### src/rtl/note_sequencer.sv
// Song ROM player: fetches note/duration words, plays them with
// a millisecond prescaler and a fixed silent gap after each note.
module note_sequencer #(
  parameter int ADDR_W = 8,
  parameter int GAP_MS = 10,
  parameter bit LOOP   = 1'b0
) (
  input  logic              clk,
  input  logic              rst,
  input  logic              start,
  input  logic              pause,
  input  logic [15:0]       ticks_per_milli,
  output logic [ADDR_W-1:0] rom_addr,
  input  logic [15:0]       rom_data,
  output logic [3:0]        note,
  output logic              note_on,
  output logic [7:0]        led,
  output logic              done,
  output logic              busy
);

  typedef enum logic [2:0] {
    IDLE, FETCH, WAIT_ROM, PLAY, GAP, DONE
  } state_t;

  localparam logic [15:0] GAP_LAST =
    16'((GAP_MS > 0) ? GAP_MS - 1 : 0);

  state_t      state;
  logic [15:0] pre_cnt;
  logic [15:0] gap_cnt;
  logic [11:0] dur_cnt;
  logic [15:0] tpm_eff;
  logic [3:0]  rom_code;
  logic [3:0]  code_m1;
  logic        run;
  logic        ms_tick;
  logic        gap_end;

  assign tpm_eff  = (ticks_per_milli == 16'd0) ? 16'd1
                                               : ticks_per_milli;
  assign rom_code = rom_data[15:12];
  assign code_m1  = rom_code - 4'd1;
  assign run      = !pause && (state == PLAY || state == GAP);
  // >= so a lowered ticks_per_milli cannot strand the counter
  assign ms_tick  = run && (pre_cnt >= tpm_eff - 16'd1);
  assign gap_end  = (GAP_MS == 0) ? 1'b1
                  : (ms_tick && gap_cnt == GAP_LAST);

  always_ff @(posedge clk or posedge rst) begin
    if (rst) begin
      state    <= IDLE;
      rom_addr <= '0;
      note     <= 4'd0;
      note_on  <= 1'b0;
      led      <= 8'h00;
      done     <= 1'b0;
      busy     <= 1'b0;
      pre_cnt  <= 16'd0;
      gap_cnt  <= 16'd0;
      dur_cnt  <= 12'd0;
    end else begin
      done <= 1'b0;
      if (run)
        pre_cnt <= ms_tick ? 16'd0 : pre_cnt + 16'd1;
      if (!pause) begin
        unique case (state)
          IDLE, DONE: begin
            if (start) begin
              state    <= FETCH;
              rom_addr <= '0;
              busy     <= 1'b1;
              led      <= 8'h00;
            end
          end
          FETCH: state <= WAIT_ROM;
          WAIT_ROM: begin
            if (rom_code == 4'hF) begin
              if (LOOP) begin
                state    <= FETCH;
                rom_addr <= '0;
              end else begin
                state <= DONE;
                done  <= 1'b1;
                busy  <= 1'b0;
                led   <= 8'hFF;
              end
            end else begin
              state   <= PLAY;
              pre_cnt <= 16'd0;
              dur_cnt <= rom_data[11:0];
              note    <= rom_code;
              note_on <= (rom_code != 4'd0);
              led     <= (rom_code != 4'd0)
                         ? (8'd1 << code_m1[2:0]) : 8'h00;
            end
          end
          PLAY: begin
            if (dur_cnt == 12'd0 ||
                (ms_tick && dur_cnt == 12'd1)) begin
              state   <= GAP;
              pre_cnt <= 16'd0;
              gap_cnt <= 16'd0;
              dur_cnt <= 12'd0;
              note    <= 4'd0;
              note_on <= 1'b0;
              led     <= 8'h00;
            end else if (ms_tick) begin
              dur_cnt <= dur_cnt - 12'd1;
            end
          end
          GAP: begin
            if (gap_end) begin
              state    <= FETCH;
              rom_addr <= rom_addr + ADDR_W'(1);
              gap_cnt  <= 16'd0;
            end else if (ms_tick) begin
              gap_cnt <= gap_cnt + 16'd1;
            end
          end
          default: state <= IDLE;
        endcase
      end
    end
  end

endmodule

### config.mk
export PLATFORM = sky130hd
export DESIGN_NAME = note_sequencer
export DESIGN_NICKNAME = d
export VERILOG_FILES = /design/src/rtl/note_sequencer.sv
export SDC_FILE = /design/constraint.sdc
export NUM_CORES = 1
export LEC_CHECK = 0
export ABC_AREA = 1
export BUFFER_PORTS_ARGS = -buffer_cell sky130_fd_sc_hd__buf_2
export CAP_MARGIN = 10
export CORE_UTILIZATION = 50
export DETAILED_ROUTE_END_ITERATION = 8
export GPL_TIMING_DRIVEN = 0
export PLACE_DENSITY = 0.7
export SYNTH_ARGS = -nofsm -noshare
export SYNTH_HDL_FRONTEND = slang
export SYNTH_SLANG_ARGS = --single-unit
### constraint.sdc
create_clock -name clk -period 3.55 [get_ports clk]
set_clock_uncertainty 0.1 [all_clocks]
set_input_delay 0.1775 -clock clk [delete_from_list [all_inputs] [get_ports clk]]
set_output_delay 0.1775 -clock clk [all_outputs]
set_load 0.03 [all_outputs]
; Yosys cells after proc, flatten, opt, wreduce, memory -nomap -nowiden
; Cells that the tools add are included.
[classes]
n_mux = 39
n_eq_ne = 15
addsub = 6
reduce_logical = 24
shift = 1
n_lt_le_gt_ge = 1
bitwise = 1
[op_table]
columns = cell, n
row1 = $mux W16, 9
row2 = $pmux W16 S2, 2
row3 = $mux W8, 5
row4 = $mux W12, 3
row5 = $add A16 B1 Y16 const B, 2
row6 = $reduce_and A4 Y1, 7
row7 = $pmux W12 S2, 1
row8 = $pmux W8 S3, 1
row9 = $eq A16 B4 Y1 const B, 1
row10 = $ge A16 B16 Y1, 1
row11 = $logic_not A16 Y1, 1
row12 = $pmux W8 S2, 1
row13 = $sub A16 B1 Y16 const B, 1
row14 = $pmux W3 S5, 1
row15 = $eq A12 B1 Y1 const B, 1
row16 = $logic_not A12 Y1, 1
row17 = $mux W3, 4
row18 = $sub A12 B1 Y12 const B, 1
row19 = $add A8 B1 Y8 const B, 1
row20 = $mux W4, 2
row21 = $ne A2 B2 Y1 const B, 4
row22 = $pmux W4 S2, 1
row23 = $reduce_bool A2 Y1, 4
row24 = $shl A1 B3 Y8 const A, 1
row25 = other kinds (18), 31
[totals]
regBits = 70
output_inout_bits = 23
elab_cells = 97
in_bits = 36

; Depth between registers and ports, before layout
; Gate-level depths: netlist (run 1).
[logic_depth]
ltp_word = 10
mapped_depth = 24

; Least setup slack after synthesis (run 1)
; No wires, ideal clock.
[synth_path]
kind = in2reg
startpoint = input ticks_per_milli[13]
endpoint = register dur_cnt[0]
stages = 22
required_time_ps = 3333
arrival_ps = 3226
setup_ps = 117
slack_ps = 108
n_path_buf = 2
path_cell_list = nor2_1 > nor3b_1 > a31oi_1 > ha_1 > or3b_2 > nor2_1 > nand4_1 > nor3_1 > xor2_1 > inv_1 > ha_1 > nand2_1 > nor3_1 > nand2_1 > nand2_2 > nand3_4 > nand3_4 > nand2_2 > buf_6 > buf_6 > nand3_1 > nand2_1
[synth_via]
elab_chain_len = 9
[synth_lines]
columns = item, line_no
row1 = from (decl), 12  ; input logic [15:0] ticks_per_milli,
row2 = $logic_not A16 Y1, 40  ; assign tpm_eff = (ticks_per_milli == 16'd0) ? 16'd1
row3 = $mux W16 (*), 40
row4 = $sub A16 B1 Y16 (*), 46  ; assign ms_tick = run && (pre_cnt >= tpm_eff - 16'd1);
row5 = $ge A16 B16 Y1 (*), 46
row6 = $logic_and A1 B1 Y1 (*), 46
row7 = $logic_and A1 B1 Y1, 100  ; (ms_tick && dur_cnt == 12'd1)) begin
row8 = $logic_or A1 B1 Y1, 99  ; if (dur_cnt == 12'd0 ||
row9 = $ne A3 B2 Y1 (no source line) / $mux W12 (equally long branches), --
row10 = $reduce_and A4 Y1 (no source line) / $pmux W12 S2 (equally long branches), --
row11 = to (signal assigned), 91  ; dur_cnt <= rom_data[11:0];
row12 = to (signal assigned), 109  ; dur_cnt <= dur_cnt - 12'd1;
row13 = to (decl), 32  ; logic [11:0] dur_cnt;
; Mark *: on every way between the ends. The rest lies on a longest branch, timed or not.
; A chain may end at the register's enable or synchronous reset.

; Worst setup path in the final report (run 1)
[layout_path]
startpoint = input ticks_per_milli[2]
endpoint = register gap_cnt[13]
[layout_via]
elab_chain_len = 9
[layout_lines]
columns = item, line_no
row1 = $logic_not A16 Y1, 40
row2 = $mux W16 (*), 40
row3 = $sub A16 B1 Y16 (*), 46
row4 = $ge A16 B16 Y1 (*), 46
row5 = $logic_and A1 B1 Y1 (*), 46
row6 = $logic_and A1 B1 Y1, 100
row7 = $logic_or A1 B1 Y1, 99
row8 = $ne A2 B1 Y1 (no source line), --
row9 = $reduce_and A4 Y1 (no source line), --
row10 = to (signal assigned), 118  ; gap_cnt <= gap_cnt + 16'd1;
row11 = to (decl), 31  ; logic [15:0] gap_cnt;
; Marks and branches as above.

==> results of run 1 <==
[synth_stat cells]
library cell | n | share of area, %
sky130_fd_sc_hd__inv_1 | 60 | 4.5
sky130_fd_sc_hd__nand2_2 | 10 | 1.3
sky130_fd_sc_hd__nand3_4 | 2 | 0.71
sky130_fd_sc_hd__nor2_2 | 4 | 0.50
sky130_fd_sc_hd__buf_6 | 3 | 0.68
sky130_fd_sc_hd__or2_2 | 8 | 1.0
sky130_fd_sc_hd__nor3_2 | 1 | 0.20
sky130_fd_sc_hd__nand3_1 | 33 | 3.3
sky130_fd_sc_hd__nand4_2 | 1 | 0.25
sky130_fd_sc_hd__nor4_1 | 4 | 0.50
sky130_fd_sc_hd__buf_2 | 7 | 0.71
sky130_fd_sc_hd__inv_4 | 1 | 0.13
sky130_fd_sc_hd__xor2_1 | 25 | 4.4
sky130_fd_sc_hd__nor3b_2 | 1 | 0.25
sky130_fd_sc_hd__o21ai_1 | 18 | 1.8
sky130_fd_sc_hd__o21bai_1 | 1 | 0.15
sky130_fd_sc_hd__nand3b_1 | 6 | 0.91
sky130_fd_sc_hd__dfrtp_1 | 70 | 35
sky130_fd_sc_hd__inv_2 | 6 | 0.45
sky130_fd_sc_hd__nor2_1 | 83 | 6.3
sky130_fd_sc_hd__o21ai_0 | 17 | 1.7
sky130_fd_sc_hd__nor2_4 | 1 | 0.23
sky130_fd_sc_hd__a211oi_1 | 3 | 0.45
sky130_fd_sc_hd__a31o_2 | 3 | 0.53
sky130_fd_sc_hd__a31oi_1 | 1 | 0.13
sky130_fd_sc_hd__xnor2_1 | 14 | 2.5
sky130_fd_sc_hd__clkbuf_1 | 8 | 0.60
sky130_fd_sc_hd__ha_1 | 23 | 5.8
sky130_fd_sc_hd__nand2_1 | 188 | 14
sky130_fd_sc_hd__nor3b_1 | 1 | 0.15
sky130_fd_sc_hd__nor3_1 | 15 | 1.5
sky130_fd_sc_hd__or3b_2 | 1 | 0.18
sky130_fd_sc_hd__or2_1 | 1 | 0.13
sky130_fd_sc_hd__a21oi_1 | 18 | 1.8
sky130_fd_sc_hd__nand4_1 | 41 | 5.2
sky130_fd_sc_hd__nand2_4 | 1 | 0.23
sky130_fd_sc_hd__nand3_2 | 7 | 1.4
[kinds of logic after synthesis]
group           count (synthesis)
fa+ha+maj                      23
flops                          70
simple gates                  409
compound gates                 61
xor+xnor                       39
buf+inv                        85
[power breakdown]
group          switching, uW  leakage (uW)  internal, uW  total, uW
logic                    900       0.00180           486       1390
clock network            295     0.0000865           288        583
registers                169      0.000941           954       1120
[routing by layer]
layer	wire (um)	up-vias	track usage [%]
met5	0	-	0
met4	144	0	6.80
met3	478	15	4.42
met2	5510	103	40.9
met1	5480	2206	31.5
li1	-	2430	-
[registers in the layout, indices dropped and copies added (netlist names)]
signal	count
state	3
led	8
gap_cnt	16
note_on	1
pre_cnt	16
busy	1
rom_addr	8
dur_cnt	12
note	4
done	1
[per-stage QoR]
step,power [uW],setup TNS [ns],cell area (um^2)
CTS,3050,0,5710
finish,3090,0,5820
detailed placement,2440,-36.49,5430
global route,3350,0,5820
floorplan,2110,0,4970
global placement,2400,-26.53,5430
[worst max-delay path by stage]
stage,from,end,slack (ns),depth (start not counted)
floorplan,ticks_per_milli[13],dur_cnt[0],0.11,22
global placement,ticks_per_milli[13],gap_cnt[1],-0.52,22
detailed placement,ticks_per_milli[13],gap_cnt[1],-0.66,22
CTS,ticks_per_milli[13],dur_cnt[3],0.07,23
global route,ticks_per_milli[5],rom_addr[0],0.003,23
finish,ticks_per_milli[2],gap_cnt[13],0.26,24
[timing repair]
action | CTS | global route
setup buffers | 8 | 4
endpoints found under the hold margin | 71 | 0
pin swaps | 7 | 10
gates cloned | 0 | 1
endpoints found under the setup margin | 68 | 68
hold buffers | 2 | 0
resized for setup | 9 | 13
[cell type report]
cell class	count	area [um^2]	share of cell area, %
plain buffers	18	108	1.85
clock buffers	14	163	2.80
clock inverters	1	5.00	0.0860
inverters	67	256	4.41
multi-input cells	532	2940	50.6
flip-flops and latches	70	1750	30.1
well taps	133	166	2.86
repair buffers	73	425	7.31
[worst reg2reg max path: stages (launching register included)]
cell and delay, ns:
sky130_fd_sc_hd__dfrtp_1 0.44, sky130_fd_sc_hd__ha_1 0.35, sky130_fd_sc_hd__a21oi_1 0.17, sky130_fd_sc_hd__o21ai_0 0.15, sky130_fd_sc_hd__a21oi_2 0.20, sky130_fd_sc_hd__nand2_4 0.12
sky130_fd_sc_hd__nand3_4 0.10, sky130_fd_sc_hd__nand3_4 0.12, sky130_fd_sc_hd__nand2_4 0.10, sky130_fd_sc_hd__buf_6 0.16, sky130_fd_sc_hd__clkbuf_16 0.16, sky130_fd_sc_hd__nand3_1 0.06
sky130_fd_sc_hd__nand2_1 0.07
==> metrics.log, run 1 <==
INFO  metric status = finished clean
INFO  metric yosys.area_share.simple = 38.4%
INFO  metric postSynthRegisterBits = 70
INFO  metric finish.utilization = 60.1%
INFO  metric core_area = 9680 um^2
INFO  metric wl_per_cell = 12.8 um
INFO  metric hold-worst-slack = 0.0143 ns
INFO  metric floorplan.rows = 36
INFO  metric synth.mux.area_fraction = 0%
INFO  metric drc_errors = 0
INFO  metric timing.reg2reg.setup_slack = 1.18 ns
INFO  metric netlist-cell-type-count = 37
INFO  metric critical_path_peak_fanout = 6
INFO  metric worstSetupPathType = in -> reg
INFO  metric inserted_clock_buffers = 9
INFO  metric reg2reg_from = pre_cnt[11]
INFO  metric final_cell_mix = 187 x sky130_fd_sc_hd__nand2_1, 80 x sky130_fd_sc_hd__nor2_1, 70 x sky130_fd_sc_hd__dfrtp_1
INFO  metric timing.critical_path.required = 3.68 ns
INFO  metric grt_setup_unrepaired = false
INFO  metric floorplan.io_pins = 59
INFO  metric dp_slack = -0.658 ns
INFO  metric vdd_drop_max = 0.444 mV
INFO  metric max-slew-margin-rel = 42.9%
INFO  metric portBuffers = 58
INFO  metric area_delta_synth_final = 17.1%
INFO  metric cp_slowest_stage_delay = 0.41 ns
INFO  metric hold_path_class = in -> reg
INFO  metric syn-instance-count = 687
INFO  metric synthesis.yosys.warnings = 0
INFO  metric cp_slowest_cell = sky130_fd_sc_hd__or3b_4
INFO  metric ys_seq_area_share = 35.3%
INFO  metric floorplan.die.height = 102 um
INFO  metric timing.fmax = 304 MHz
INFO  metric timing.final.ws_setup = 0.264 ns
INFO  metric place.detailed.instances = 878
INFO  metric dr_total_vias = 4754
INFO  metric route.antenna.remaining_nets = 0
INFO  metric pwr_density_cell = 531 nW/um^2
INFO  metric max_slew.worst_pin.slew = 0.857 ns
INFO  metric reg2reg_depth = 12
INFO  metric drtPass1Iterations = 4
INFO  metric final-max-slew-violation-count = 0
INFO  metric synth_top_family_by_area = simple AND/OR/NAND/NOR gates
INFO  metric setup_viol = 0
INFO  metric endpoint_kind = flip-flop
INFO  metric final_period_minus_worst_setup_slack = 3.29 ns
INFO  metric global_routing_usage_summed_across_all_routing_layers = 24.1%
INFO  metric worst_endpoint_data_arrival_time = 3.42 ns
INFO  metric final_nets = 830
INFO  metric clock_path_buffers = 2
INFO  metric initial_utilization = 51.3%
INFO  metric synth_compound_gate_area_share = 6.60%
INFO  metric hold_viol_final = 0
INFO  metric fp.dieW = 102 um
INFO  metric via_per_inst = 5.24
INFO  metric cts_sinks = 70
INFO  metric diodes = 0
INFO  metric power.leakage = 0.00283 uW
INFO  metric hold_path_end = dur_cnt[8]
INFO  metric hpwlAfterDp = 8410 um
INFO  metric globalRouteOverflowTotal = 0
INFO  metric antenna_violations_before_repair = 0
INFO  metric tritoncts = built
INFO  metric nFillCells = 917
INFO  metric holdCritStartpoint = rom_data[8]
INFO  metric routed_wl = 11600 um
INFO  metric final.period_utilization = 92.6%
INFO  metric hold_path_depth = 5
INFO  metric ratio_of_cells_with_drive_above_1_in_the_final_layout = 19.6%
INFO  metric regToRegEndpoint = dur_cnt[0]
INFO  metric insertion_delay = 0.35 ns
INFO  metric drv_cap = 0
INFO  metric drt_first_iter_violations = 187
INFO  metric kind_of_start_point_of_the_critical_path = primary input
INFO  metric mostFrequentLayoutCell = sky130_fd_sc_hd__nand2_1
INFO  metric post_synth_fa_ha_maj_area_fraction = 5.79%
INFO  metric post_synth_xor_area_fraction = 6.87%
INFO  metric cts-root-buf = sky130_fd_sc_hd__clkbuf_8
INFO  metric synth_fp_nets = 746
INFO  metric timing.critical_path.max_delay_family = simple AND/OR/NAND/NOR gates
INFO  metric first_global_vias = 4547
INFO  metric largest_net_degree_at_the_start_of_global_routing = 71
INFO  metric crit_chain = buf_2 -> nor3_1 -> inv_1 -> nor2_1 -> a31oi_2 -> ha_2 -> or3b_4 -> nor2_4 -> nand4_1 -> nor3_2 -> xor2_1 -> inv_1 -> ha_4 -> nand2_2 -> o21ai_1 -> a21oi_2 -> nand2_4 -> nand3_4 -> nand3_4 -> nand2_2 -> buf_4 -> buf_4 -> nand2_1 -> o21ai_1
INFO  metric synth.cell_area = 4970 um^2
INFO  metric grt_pass1_wl = 19800 um
INFO  metric path_buf_inv = 5
INFO  metric h-tree-depth = 3
INFO  metric layout.cells.non_filler = 908
INFO  metric place.gp.congestion = 0.917
INFO  metric die-area = 10300 um^2
INFO  metric syn-mean-instance-area = 7.23 um^2
INFO  metric clkSlewWorstSetupHoldPaths = 0.07 ns
Note: power is estimated with default switching activity, not from simulation.
==> run 2: changes to the inputs <==
--- a/config.mk
+++ b/config.mk
@@ -5,13 +5,13 @@
 export SDC_FILE = /design/constraint.sdc
 export NUM_CORES = 1
 export LEC_CHECK = 0
-export ABC_AREA = 1
+export ABC_AREA = 0
 export BUFFER_PORTS_ARGS = -buffer_cell sky130_fd_sc_hd__buf_2
 export CAP_MARGIN = 10
 export CORE_UTILIZATION = 50
 export DETAILED_ROUTE_END_ITERATION = 8
 export GPL_TIMING_DRIVEN = 0
-export PLACE_DENSITY = 0.7
+export PLACE_DENSITY = 0.71
 export SYNTH_ARGS = -nofsm -noshare
 export SYNTH_HDL_FRONTEND = slang
 export SYNTH_SLANG_ARGS = --single-unit
==> run 2 against run 1 <==
The flow now finishes with violations (setup timing); register-to-register slack lost 0.59 ns; sequential power is essentially flat; fmax shrank 16%; cell count shrank 20%; largest cell class unchanged.
==> metrics.log, run 2 <==
INFO  metric max_slew.worst_pin.slew = 1.01 ns (was 0.857 ns)
INFO  metric postSynthRegisterBits = 70 (unchanged)
INFO  metric status = complete, but fails checks (was finished clean)
INFO  metric violations = setup timing
INFO  metric nFillCells = 599 (was 917)
INFO  metric globalRouteOverflowTotal = 0 (unchanged)
INFO  metric finish.utilization = 72.8% (was 60.1%)
INFO  metric globalRouteMet2Util = 45.2% (was 40.9%)
INFO  metric seqPwrFrac = 32.5% (was 36.3%)
INFO  metric critical_path_peak_fanout = 7 (was 6)
INFO  metric power.leakage = 0.00274 uW (was 0.00283 uW)
INFO  metric largest_registers = gap_cnt (16), pre_cnt (16), dur_cnt (12) (unchanged)
INFO  metric netlist-cell-type-count = 53 (was 37)
INFO  metric syn-mean-instance-area = 8.83 um^2 (was 7.23 um^2)
INFO  metric floorplan.rows = 33 (was 36)
INFO  metric die-area = 9190 um^2 (was 10300 um^2)
INFO  metric cts_sinks = 70 (unchanged)
INFO  metric via_per_inst = 6.03 (was 5.24)
INFO  metric wl_per_cell = 17.1 um (was 12.8 um)
INFO  metric place.gp.congestion = 0.826 (was 0.917)
INFO  metric final.period_utilization = 110% (was 92.6%)
INFO  metric final_nets = 673 (was 830)
INFO  metric reg2reg_depth = 8 (was 12)
INFO  metric routed_wl = 12400 um (was 11600 um)
INFO  metric hpwlAfterDp = 7500 um (was 8410 um)
INFO  metric grt_pass1_wl = 19100 um (was 19800 um)
INFO  metric timing.final.ws_setup = -0.366 ns (was 0.264 ns)
INFO  metric yosys.cell_count.top_type = sky130_fd_sc_hd__dfrtp_1 (was sky130_fd_sc_hd__nand2_1)
INFO  metric synth_top_cell_by_area = sky130_fd_sc_hd__dfrtp_1 (unchanged)
INFO  metric p_clk_share = 21.1% (was 18.9%)
INFO  metric hold_path_end = dur_cnt[0] (was dur_cnt[8])
INFO  metric timing.reg2reg.setup_slack = 0.59 ns (was 1.18 ns)
INFO  metric kind_of_start_point_of_the_critical_path = primary input (unchanged)
INFO  metric dr_total_vias = 4366 (was 4754)
INFO  metric holdCritStartpoint = rom_data[0] (was rom_data[8])
INFO  metric tritoncts = built (unchanged)
INFO  metric ratio_of_cells_with_drive_above_1_in_the_final_layout = 32.5% (was 19.6%)
INFO  metric global_routing_usage_summed_across_all_routing_layers = 26.9% (was 24.1%)
INFO  metric ys_seq_area_share = 39.8% (was 35.3%)
INFO  metric asyncSetResetFlopFracSynth = 100% (unchanged)
INFO  metric fp.dieW = 95.9 um (was 102 um)
INFO  metric timing.fmax = 255 MHz (was 304 MHz)
INFO  metric synth_flop_cell = sky130_fd_sc_hd__dfrtp_1 (unchanged)
INFO  metric place.detailed.instances = 661 (was 878)
INFO  metric grt_util_met3 = 6.16% (was 4.42%)
INFO  metric power.combinational.fraction = 46.4% (was 44.8%)
INFO  metric reg2reg_from = dur_cnt[4] (was pre_cnt[11])
INFO  metric h-tree-depth = 3 (unchanged)
INFO  metric insertion_delay = 0.35 ns (about the same)
INFO  metric regToRegEndpoint = gap_cnt[9] (was dur_cnt[0])
INFO  metric area_delta_synth_final = 38.5% (was 17.1%)
INFO  metric pwr_density_cell = 581 nW/um^2 (was 531 nW/um^2)
INFO  metric first_global_vias = 4131 (was 4547)
INFO  metric final-max-slew-violation-count = 0 (unchanged)
INFO  metric floorplan.io_pins = 59 (unchanged)
INFO  metric drv_cap = 0 (unchanged)
INFO  metric core_area = 8380 um^2 (was 9680 um^2)
INFO  metric mostFrequentLayoutCell = sky130_fd_sc_hd__dfrtp_1 (was sky130_fd_sc_hd__nand2_1)
INFO  metric drt_first_iter_violations = 212 (was 187)
INFO  metric synth_fp_nets = 558 (was 746)
INFO  metric diodes = 0 (unchanged)
INFO  metric final_period_minus_worst_setup_slack = 3.92 ns (was 3.29 ns)
INFO  metric largest_net_degree_at_the_start_of_global_routing = 71 (unchanged)
INFO  metric clkSlewWorstSetupHoldPaths = 0.08 ns (was 0.07 ns)
INFO  metric p_int = 2110 uW (was 1730 uW)
INFO  metric synth_enable_flop_cells = 0 (unchanged)
INFO  metric worst_endpoint_data_arrival_time = 4.10 ns (was 3.42 ns)
INFO  metric drc_errors = 0 (unchanged)
INFO  metric endpoint_kind = flip-flop (unchanged)
INFO  metric hold_path_class = in -> reg (unchanged)
INFO  metric floorplan.die.height = 95.9 um (was 102 um)
INFO  metric clock_path_buffers = 2 (unchanged)
INFO  metric worstSetupPathType = in -> reg (unchanged)
INFO  metric p_sw = 1440 uW (was 1360 uW)
INFO  metric inserted_clock_buffers = 9 (unchanged)
INFO  metric final_cell_mix = 70 x sky130_fd_sc_hd__dfrtp_1, 55 x sky130_fd_sc_hd__buf_2, 44 x sky130_fd_sc_hd__nand2_1 (was 187 x sky130_fd_sc_hd__nand2_1, 80 x sky130_fd_sc_hd__nor2_1, 70 x sky130_fd_sc_hd__dfrtp_1)
INFO  metric route.antenna.remaining_nets = 0 (unchanged)
INFO  metric synthesis.yosys.warnings = 0 (unchanged)
INFO  metric swShare = 40.5% (was 44.1%)
INFO  metric layout.cells.non_filler = 724 (was 908)
INFO  metric timing.critical_path.required = 3.74 ns (was 3.68 ns)
INFO  metric cts-root-buf = sky130_fd_sc_hd__clkbuf_8 (unchanged)
INFO  metric antenna_violations_before_repair = 0 (unchanged)
INFO  metric drtPass1Iterations = 4 (unchanged)
INFO  metric vdd_drop_max = 0.415 mV (was 0.444 mV)
INFO  metric grt.busiest_layer = met2 (unchanged)
INFO  metric synth_top_cells_by_area = sky130_fd_sc_hd__dfrtp_1 40%, sky130_fd_sc_hd__ha_1 6.5%, sky130_fd_sc_hd__o21ai_0 5.7%, sky130_fd_sc_hd__nand2_1 4.1%, sky130_fd_sc_hd__xnor2_1 4.0% (was sky130_fd_sc_hd__dfrtp_1 35%, sky130_fd_sc_hd__nand2_1 14%, sky130_fd_sc_hd__nor2_1 6.3%, sky130_fd_sc_hd__ha_1 5.8%, sky130_fd_sc_hd__nand4_1 5.2%)
INFO  metric initial_utilization = 52.6% (was 51.3%)
INFO  metric portBuffers = 57 (was 58)
INFO  metric synth.cell_area = 4410 um^2 (was 4970 um^2)
INFO  metric grt_use_met1 = 34.6% (was 31.5%)
INFO  metric max-slew-margin-rel = 32.0% (was 42.9%)
INFO  metric syn-instance-count = 499 (was 687)
INFO  metric setup_viol = 63 (was 0)
INFO  metric hold_path_depth = 3 (was 5)
INFO  metric power.total = 3550 uW (was 3090 uW)
INFO  metric grt_setup_unrepaired = true (was false)
INFO  metric dp_slack = -1.18 ns (was -0.658 ns)
INFO  metric yosys.area.top_type_share = 39.8% (was 35.3%)
INFO  metric post_synth_most_frequent_cells = 70 x sky130_fd_sc_hd__dfrtp_1, 50 x sky130_fd_sc_hd__o21ai_0, 48 x sky130_fd_sc_hd__nand2_1 (was 188 x sky130_fd_sc_hd__nand2_1, 83 x sky130_fd_sc_hd__nor2_1, 70 x sky130_fd_sc_hd__dfrtp_1)
INFO  metric hold_viol_final = 0 (unchanged)
-- run 2: cell types whose count changed in the layout (fill, tap and decap cells not counted), sizes merged, moves of 11 or more --
cell,previous run,this run
buf,80,107
and3,0,13
nand3,42,28
o31ai,0,11
nand4,42,8
nor2,88,48
xor2,25,13
inv,67,13
o21ai,35,56
nand2,199,48
a22o,0,14
-- run 2: area by class of cell --
| type | instances | area [um^2] | share of cell area (%) |
|---|---|---|---|
| well taps | 105 | 131 | 2.15 |
| clock inverters | 3 | 65.1 | 1.07 |
| inverters | 13 | 51.3 | 0.841 |
| flip-flops and latches | 70 | 1750 | 28.7 |
| plain buffers | 18 | 160 | 2.62 |
| repair buffers | 103 | 743 | 12.2 |
| multi-input cells | 399 | 3030 | 49.7 |
| clock buffers | 13 | 169 | 2.77 |
-- run 2: critical path: stages --
cell and delay (ns):
sky130_fd_sc_hd__buf_6 0.09, sky130_fd_sc_hd__or4_4 0.55, sky130_fd_sc_hd__nor4_4 0.16, sky130_fd_sc_hd__nor3b_4 0.33
sky130_fd_sc_hd__a31oi_4 0.14, sky130_fd_sc_hd__ha_4 0.22, sky130_fd_sc_hd__nand3_2 0.09, sky130_fd_sc_hd__nor4_2 0.05
sky130_fd_sc_hd__xnor2_1 0.12, sky130_fd_sc_hd__ha_1 0.37, sky130_fd_sc_hd__nand4_1 0.20, sky130_fd_sc_hd__o31a_4 0.45
sky130_fd_sc_hd__a211oi_4 0.38, sky130_fd_sc_hd__nor2_4 0.10, sky130_fd_sc_hd__or4_4 0.53, sky130_fd_sc_hd__a21oi_2 0.14
-- run 2: cells by family after synthesis --
logic type                 share of synthesized area, %
xor gates and xnor gates                           6.56
and+or+nand+nor                                    25.2
adders and majority gates                          6.53
AOI/OAI and AO/OA                                  18.5
buffers and inverters                              2.93
muxes                                             0.483
DFF                                                39.8
-- run 2: worst max path at each step --
stage / startpoint / to / slack, ns
after CTS: ticks_per_milli[6] / state[2] / -0.28
after detailed placement: ticks_per_milli[7] / gap_cnt[12] / -1.18
after floorplan: ticks_per_milli[7] / state[2] / -0.41
final: ticks_per_milli[6] / gap_cnt[9] / -0.37
after global placement: ticks_per_milli[5] / gap_cnt[12] / -1.06
after global routing: ticks_per_milli[6] / gap_cnt[9] / -0.51
-- run 2: power by group through the flow --
| stage | logic (uW) | registers [uW] | clock network [uW] |
|---|---|---|---|
| floorplan | 781 | 1220 | 0 |
| global placement | 1150 | 1140 | 0 |
| detailed placement | 1180 | 1140 | 0 |
| CTS | 1450 | 1130 | 765 |
| global route | 1760 | 1170 | 798 |
| finish | 1650 | 1150 | 749 |
-- run 2: metal layers --
layer  vias up  routed length, um  share of wire, %
met5         -                  0                 0
met4         0                233               1.9
met3        25                627               5.1
met2       141               6100                49
met1      2135               5420                44
li1       2065                  -                 -
-- run 2: per-stage QoR --
step / cell area (um^2) / hold slack, ns / setup TNS [ns]
CTS: 5770 / 0.0302 / -7.66
floorplan: 4520 / 0.286 / -16.14
global placement: 4930 / 0.356 / -59.17
global route: 6100 / 0.0337 / -23.64
finish: 6100 / 0.0519 / -12.47
detailed placement: 4940 / 0.323 / -67.00
-- run 2: timing repair --
item | 4_1_cts | 5_1_grt
setup endpoints to repair | 67 | 63
resized for setup | 81 | 57
cloned | 4 | 3
hold endpoints to repair | 70 | 0
pin swaps | 42 | 32
setup buffers | 28 | 12
hold buffers | 1 | 0
